### config.mk
export PLATFORM = sky130hd
export DESIGN_NAME = pipe_cmult
export DESIGN_NICKNAME = d
export VERILOG_FILES = /design/src/rtl/pipe_cmult_pkg.sv /design/src/rtl/cmult_rndsat.sv /design/src/rtl/pipe_cmult.sv
export SDC_FILE = /design/constraint.sdc
export NUM_CORES = 2
export LEC_CHECK = 0
export CAP_MARGIN = 40
export CORE_MARGIN = 1.5
export CORE_UTILIZATION = 35
export CTS_CLUSTER_SIZE = 30
export DETAILED_ROUTE_END_ITERATION = 7
export GPL_ROUTABILITY_DRIVEN = 0
export PLACE_DENSITY_LB_ADDON = 0.25
export SETUP_SLACK_MARGIN = 0.5
export SYNTH_ARGS = -nofsm -noshare
export SYNTH_HDL_FRONTEND = slang
export SYNTH_SLANG_ARGS = --single-unit
### constraint.sdc
create_clock -name clk -period 8.65 [get_ports clk]
set_input_delay 1.2975 -clock clk [delete_from_list [all_inputs] [get_ports clk]]
set_output_delay 1.2975 -clock clk [all_outputs]
set_load 0.005 [all_outputs]
### src/rtl/pipe_cmult_pkg.sv
// Shared constants for the pipelined complex multiplier.
// Latency: none (constants only).
// Backpressure: none (constants only).
package pipe_cmult_pkg;

    localparam int CMULT_DW     = 16;
    localparam int CMULT_FRAC   = 15;
    localparam int CMULT_STAGES = 3;

endpackage

### src/rtl/cmult_rndsat.sv
// Rounds one 2*DW+1-bit Q-format sum half-up, then clips (CMULT_SAT_EN) or wraps it to DW bits.
// Latency: combinational.
// Backpressure: none; the enclosing pipeline stage owns flow control.
module cmult_rndsat
    import pipe_cmult_pkg::*;
#(
    parameter int DW   = CMULT_DW,
    parameter int FRAC = CMULT_FRAC
) (
    input  logic [2*DW:0]  sum,
    output logic [DW-1:0]  res,
    output logic           clip
);

    // One guard bit above the sum so adding the rounding constant can never overflow.
    localparam int         W   = 2*DW + 2;
    localparam logic [W-1:0] RND = W'(1) << (FRAC - 1);

    logic [W-1:0]        ext;
    logic signed [W-1:0] rounded;
    logic signed [W-1:0] shifted;

    assign ext     = {sum[2*DW], sum};
    assign rounded = ext + RND;
    assign shifted = rounded >>> FRAC;

`ifdef CMULT_SAT_EN
    localparam logic [DW-1:0] SAT_MAX = {1'b0, {(DW-1){1'b1}}};
    localparam logic [DW-1:0] SAT_MIN = {1'b1, {(DW-1){1'b0}}};

    logic [W-DW:0] hi;
    logic          fits;

    // The value fits in DW bits when everything from the DW-bit sign bit upward agrees.
    assign hi   = shifted[W-1:DW-1];
    assign fits = (&hi) | ~(|hi);

    always_comb begin
        res  = shifted[DW-1:0];
        clip = 1'b0;
        if (!fits) begin
            res  = shifted[W-1] ? SAT_MIN : SAT_MAX;
            clip = 1'b1;
        end
    end
`else
    logic unused_hi;

    assign unused_hi = ^shifted[W-1:DW];
    assign res       = shifted[DW-1:0];
    assign clip      = 1'b0;
`endif

endmodule

### src/rtl/pipe_cmult.sv
// Three-stage complex multiplier A*B or A*conj(B) in Q(DW,FRAC); clip vs wrap chosen by CMULT_SAT_EN.
// Latency: 3 clk edges from input handshake to out_valid, one beat per cycle.
// Backpressure: whole pipe stalls when out_valid && !out_ready; in_ready mirrors that enable.
module pipe_cmult
    import pipe_cmult_pkg::*;
#(
    parameter int DW   = CMULT_DW,
    parameter int FRAC = CMULT_FRAC
) (
    input  logic            clk,
    input  logic            rst_n,
    input  logic            in_valid,
    output logic            in_ready,
    input  logic [2*DW-1:0] op1,
    input  logic [2*DW-1:0] op2,
    input  logic            conj,
    output logic            out_valid,
    input  logic            out_ready,
    output logic [2*DW-1:0] opr,
    output logic            ovf
);

    localparam int PW = 2*DW;

    logic                    en;
    logic [CMULT_STAGES-1:0] vld;

    // Bubbles stay in place as invalid stages; the pipe only moves as a whole.
    assign en        = !vld[CMULT_STAGES-1] || out_ready;
    assign in_ready  = en;
    assign out_valid = vld[CMULT_STAGES-1];

    always_ff @(posedge clk or negedge rst_n) begin
        if (!rst_n) begin
            vld <= '0;
        end else if (en) begin
            vld <= {vld[CMULT_STAGES-2:0], in_valid};
        end
    end

    // Stage 1: operands and mode.
    logic [PW-1:0] s1_op1;
    logic [PW-1:0] s1_op2;
    logic          s1_conj;

    always_ff @(posedge clk or negedge rst_n) begin
        if (!rst_n) begin
            s1_op1  <= '0;
            s1_op2  <= '0;
            s1_conj <= 1'b0;
        end else if (en) begin
            s1_op1  <= op1;
            s1_op2  <= op2;
            s1_conj <= conj;
        end
    end

    // Components sign-extended to full product width so each product is exact in PW bits.
    logic signed [PW-1:0] ar_x;
    logic signed [PW-1:0] ai_x;
    logic signed [PW-1:0] br_x;
    logic signed [PW-1:0] bi_x;

    assign ar_x = {{DW{s1_op1[PW-1]}}, s1_op1[PW-1:DW]};
    assign ai_x = {{DW{s1_op1[DW-1]}}, s1_op1[DW-1:0]};
    assign br_x = {{DW{s1_op2[PW-1]}}, s1_op2[PW-1:DW]};
    assign bi_x = {{DW{s1_op2[DW-1]}}, s1_op2[DW-1:0]};

    // Stage 2: four partial products.
    logic signed [PW-1:0] p_rr;
    logic signed [PW-1:0] p_ii;
    logic signed [PW-1:0] p_ri;
    logic signed [PW-1:0] p_ir;
    logic                 s2_conj;

    always_ff @(posedge clk or negedge rst_n) begin
        if (!rst_n) begin
            p_rr    <= '0;
            p_ii    <= '0;
            p_ri    <= '0;
            p_ir    <= '0;
            s2_conj <= 1'b0;
        end else if (en) begin
            p_rr    <= ar_x * br_x;
            p_ii    <= ai_x * bi_x;
            p_ri    <= ar_x * bi_x;
            p_ir    <= ai_x * br_x;
            s2_conj <= s1_conj;
        end
    end

    logic signed [PW:0] x_rr;
    logic signed [PW:0] x_ii;
    logic signed [PW:0] x_ri;
    logic signed [PW:0] x_ir;
    logic signed [PW:0] re_sum;
    logic signed [PW:0] im_sum;

    assign x_rr = {p_rr[PW-1], p_rr};
    assign x_ii = {p_ii[PW-1], p_ii};
    assign x_ri = {p_ri[PW-1], p_ri};
    assign x_ir = {p_ir[PW-1], p_ir};

    // conj(B) negates bi, which flips the sign of every term that uses it.
    assign re_sum = s2_conj ? (x_rr + x_ii) : (x_rr - x_ii);
    assign im_sum = s2_conj ? (x_ir - x_ri) : (x_ri + x_ir);

    logic [DW-1:0] re_res;
    logic [DW-1:0] im_res;
    logic          re_clip;
    logic          im_clip;

    cmult_rndsat #(
        .DW   (DW),
        .FRAC (FRAC)
    ) u_rndsat_re (
        .sum  (re_sum),
        .res  (re_res),
        .clip (re_clip)
    );

    cmult_rndsat #(
        .DW   (DW),
        .FRAC (FRAC)
    ) u_rndsat_im (
        .sum  (im_sum),
        .res  (im_res),
        .clip (im_clip)
    );

    // Stage 3: rounded result, held while the consumer stalls.
    always_ff @(posedge clk or negedge rst_n) begin
        if (!rst_n) begin
            opr <= '0;
            ovf <= 1'b0;
        end else if (en) begin
            opr <= {re_res, im_res};
            ovf <= re_clip | im_clip;
        end
    end

endmodule

==> results.toml <==
[setup_path]
r2r_end = "p_ii[26]"
critPathRequiredTime_ns = 9.09
endpoint = "p_ii[26]"
critPathMaxStageDelay_ns = 0.96
r2r-start = "s1_op1[6]"
r2r_cells = 23
worstPathMaxFanout = 23
worstSetupStartpoint = "s1_op1[6]"
arrival_ns = 8.14
worstSetupPathType = "reg2reg"
cp_cell_sequence = "buf_4 -> and2_1 -> fa_1 -> inv_1 -> fa_1 -> fa_1 -> inv_1 -> fa_1 -> fa_1 -> inv_1 -> fa_1 -> inv_1 -> ha_1 -> a21oi_1 -> nor2b_1 -> o21a_1 -> o211ai_1 -> a21boi_0 -> or3_1 -> o221a_2 -> o31ai_1 -> xor2_1 -> a21oi_1"
end_kind = "flip-flop"
startpoint_type = "flip-flop"
reg2reg_slack_ns = 0.95
crit_path_frequent_cell = "fa_1"
slowest_stage = "dfrtp_1"

[floorplanning]
start_util_pct = 35.3
core_region_area_mm2 = 0.144
die_y_um = 383
die_w_um = 383
ios = 104
dieArea_mm2 = 0.147
placementRows = 139

[finish]
finalNonFillerCells = 7610
drive_gt1_share_pct = 4.03
area_growth_pct = 9.57
fillers = 14630
fin_nets = 7155

[global_routing]
antenna_found_initial = 2
grt_pass1_vias = 39780
grt.total_usage_pct = 20.8
overflow = 0
grt_pass1_wl_um = 236000
grt_max_degree = 157

[clocking]
tritoncts = "done"
htreeDepth = 2
root_buffer = "clkbuf_16"
cts_buffer_depth = 3
cts_hold_buf = 0
cts.sinks = 225
path_clk_slew_ns = 0.06
cts_buffers = 36
post_cts_buffers = 0
cts_resized = 0
clkLatencyLatePin_ns = 0.62

[timing]
skew_ns = 0.0293
min_period_over_period_pct = 89.0
setup-violations-final = 0
holdWs_ns = 0.459
slew_headroom_pct = 36.3
tns_ns = 0
rsz0062_at_grt = "no"
hold_viol = 0
worst_pin_slew_ns = 0.948
slew_violations = 0
fin_crit_ns = 7.70
fin_ws_ns = 0.949
max_freq_mhz = 130

[synth]
syn-instance-count = 5674
synth_edf_count = 0
synth_common_cells = "1,151 x inv_1, 1,024 x fa_1, 885 x nand2_1"
ys_seq_area_share_pct = 11.1
synth.distinct_cells = 97
syn_area_per_cell_um2 = 8.93
ys_warn_count = 0
synth_ff_type = "dfrtp_1"
netlist_area_mm2 = 0.0506
yosysTopAreaCell = "fa_1"
synthArstFlopShare_pct = 100
synth_most_common_cell = "inv_1"
ys_ff_latch = 225
synth_nets = 7149
synth_top_area_share_pct = 40.5
synth_area_leaders = "fa_1 40%, dfrtp_1 11%, ha_1 9.4%, inv_1 8.5%, nand2_1 6.6%"

[placed_design]
numPortBuffers = 102
dp_cells = 7544
place_ws_ns = 0.952
hpwlAfterDp_um = 119000

[drt]
ant_nets = 0
num_vias = 37004
drt_iter0_drc = 2115
routed_wl_um = 147000
avgRoutedWirePerCell_um = 19.3
via_per_inst = 4.86
drc = 42
drt_first_pass_iters = 8

[worst_hold_path]
hold_path_class = "reg2reg"

[run]
maxCapViolations = 0

[status]
status = "complete, but fails checks"
violations = "DRC"
==> state kept, by name, indices dropped and copies added, names as in the netlist, 3 cells and up <==
signal and count:
p_ir 31, vld 3, p_ii 31, s1_op2 32
s1_op1 32, p_rr 31, opr 32, p_ri 31
==> critical path, delay by kind of cell, from the launching register on <==
family | cells | cell delay, ns
DFF | 1 | 0.96
xor gates and xnor gates | 1 | 0.53
and+or+nand+nor | 3 | 0.60
adders and majority gates | 7 | 3.17
AOI/OAI and AO/OA | 7 | 1.73
buffers and inverters | 5 | 0.55
==> metal layers <==
layer | global-route usage (%) | wire (um)
met3 | 2.19 | 6550
met2 | 34.6 | 69200
met5 | 0 | 27
met4 | 4.75 | 3250
met1 | 29.2 | 67700
==> cell usage in the layout, fill, tap and decap left out, drive strengths merged, types with 14 or more instances in the layout <==
cell type / n
and2: 480
xnor2: 165
o21a: 26
clkdlybuf4s50: 101
a21oi: 177
o21bai: 17
dfrtp: 225
nor2: 239
o21ai: 118
nor4: 20
nor3: 41
fa: 1024
and3: 25
a21o: 61
o31ai: 17
xor2: 93
or3: 18
nand3: 34
nor2b: 20
ha: 382
nand2b: 40
nand2: 886
inv: 1153
clkbuf: 43
a31oi: 14
buf: 125
==> kinds of logic (layout without fill, tap and decap cells) <==
| family | after synthesis | in the layout | synth area share, % |
|---|---|---|---|
| xor gates and xnor gates | 260 | 260 | 4.55 |
| muxes | 5 | 5 | 0.104 |
| DFF | 225 | 225 | 11.1 |
| adders and majority gates | 1406 | 1406 | 49.9 |
| buffers and inverters | 1411 | 1443 | 10.5 |
| other | 1 | 2 | 0.00740 |
| and+or+nand+nor | 1849 | 1849 | 17.3 |
| AOI/OAI and AO/OA | 517 | 517 | 6.49 |
==> area by class of cell <==
type	instances	area, um2	share of cell area, %
inverter	1152	4330	7.81
clock inverter	21	224	0.404
clock buffer	43	947	1.71
multi-input combinational	4038	39700	71.6
sequential	225	5640	10.2
antenna	1	2.50	0.00451
tap	1903	2380	4.29
timing repair buffer	227	2260	4.08
==> metrics by stage <==
step                utilization [%]  cell area [um2]
global route                   38.6            55500
floorplan                         -            50600
finish                         38.6            55500
global placement               37.5            53900
CTS                            38.6            55500
detailed placement             37.8            54300
==> worst min path at each step <==
stage,startpoint,to,slack (ns),cells after the start
floorplan,p_ir[0],p_ir[0],0.43,2
global placement,vld[1],vld[1],0.45,2
detailed placement,vld[1],vld[1],0.45,2
CTS,vld[1],vld[1],0.47,2
global route,p_ir[1],p_ir[1],0.49,2
finish,vld[1],vld[1],0.46,2
Power is left out: the tool's default activity adds up to more than one toggle a clock period on the data nets, which glitch-free logic cannot reach.
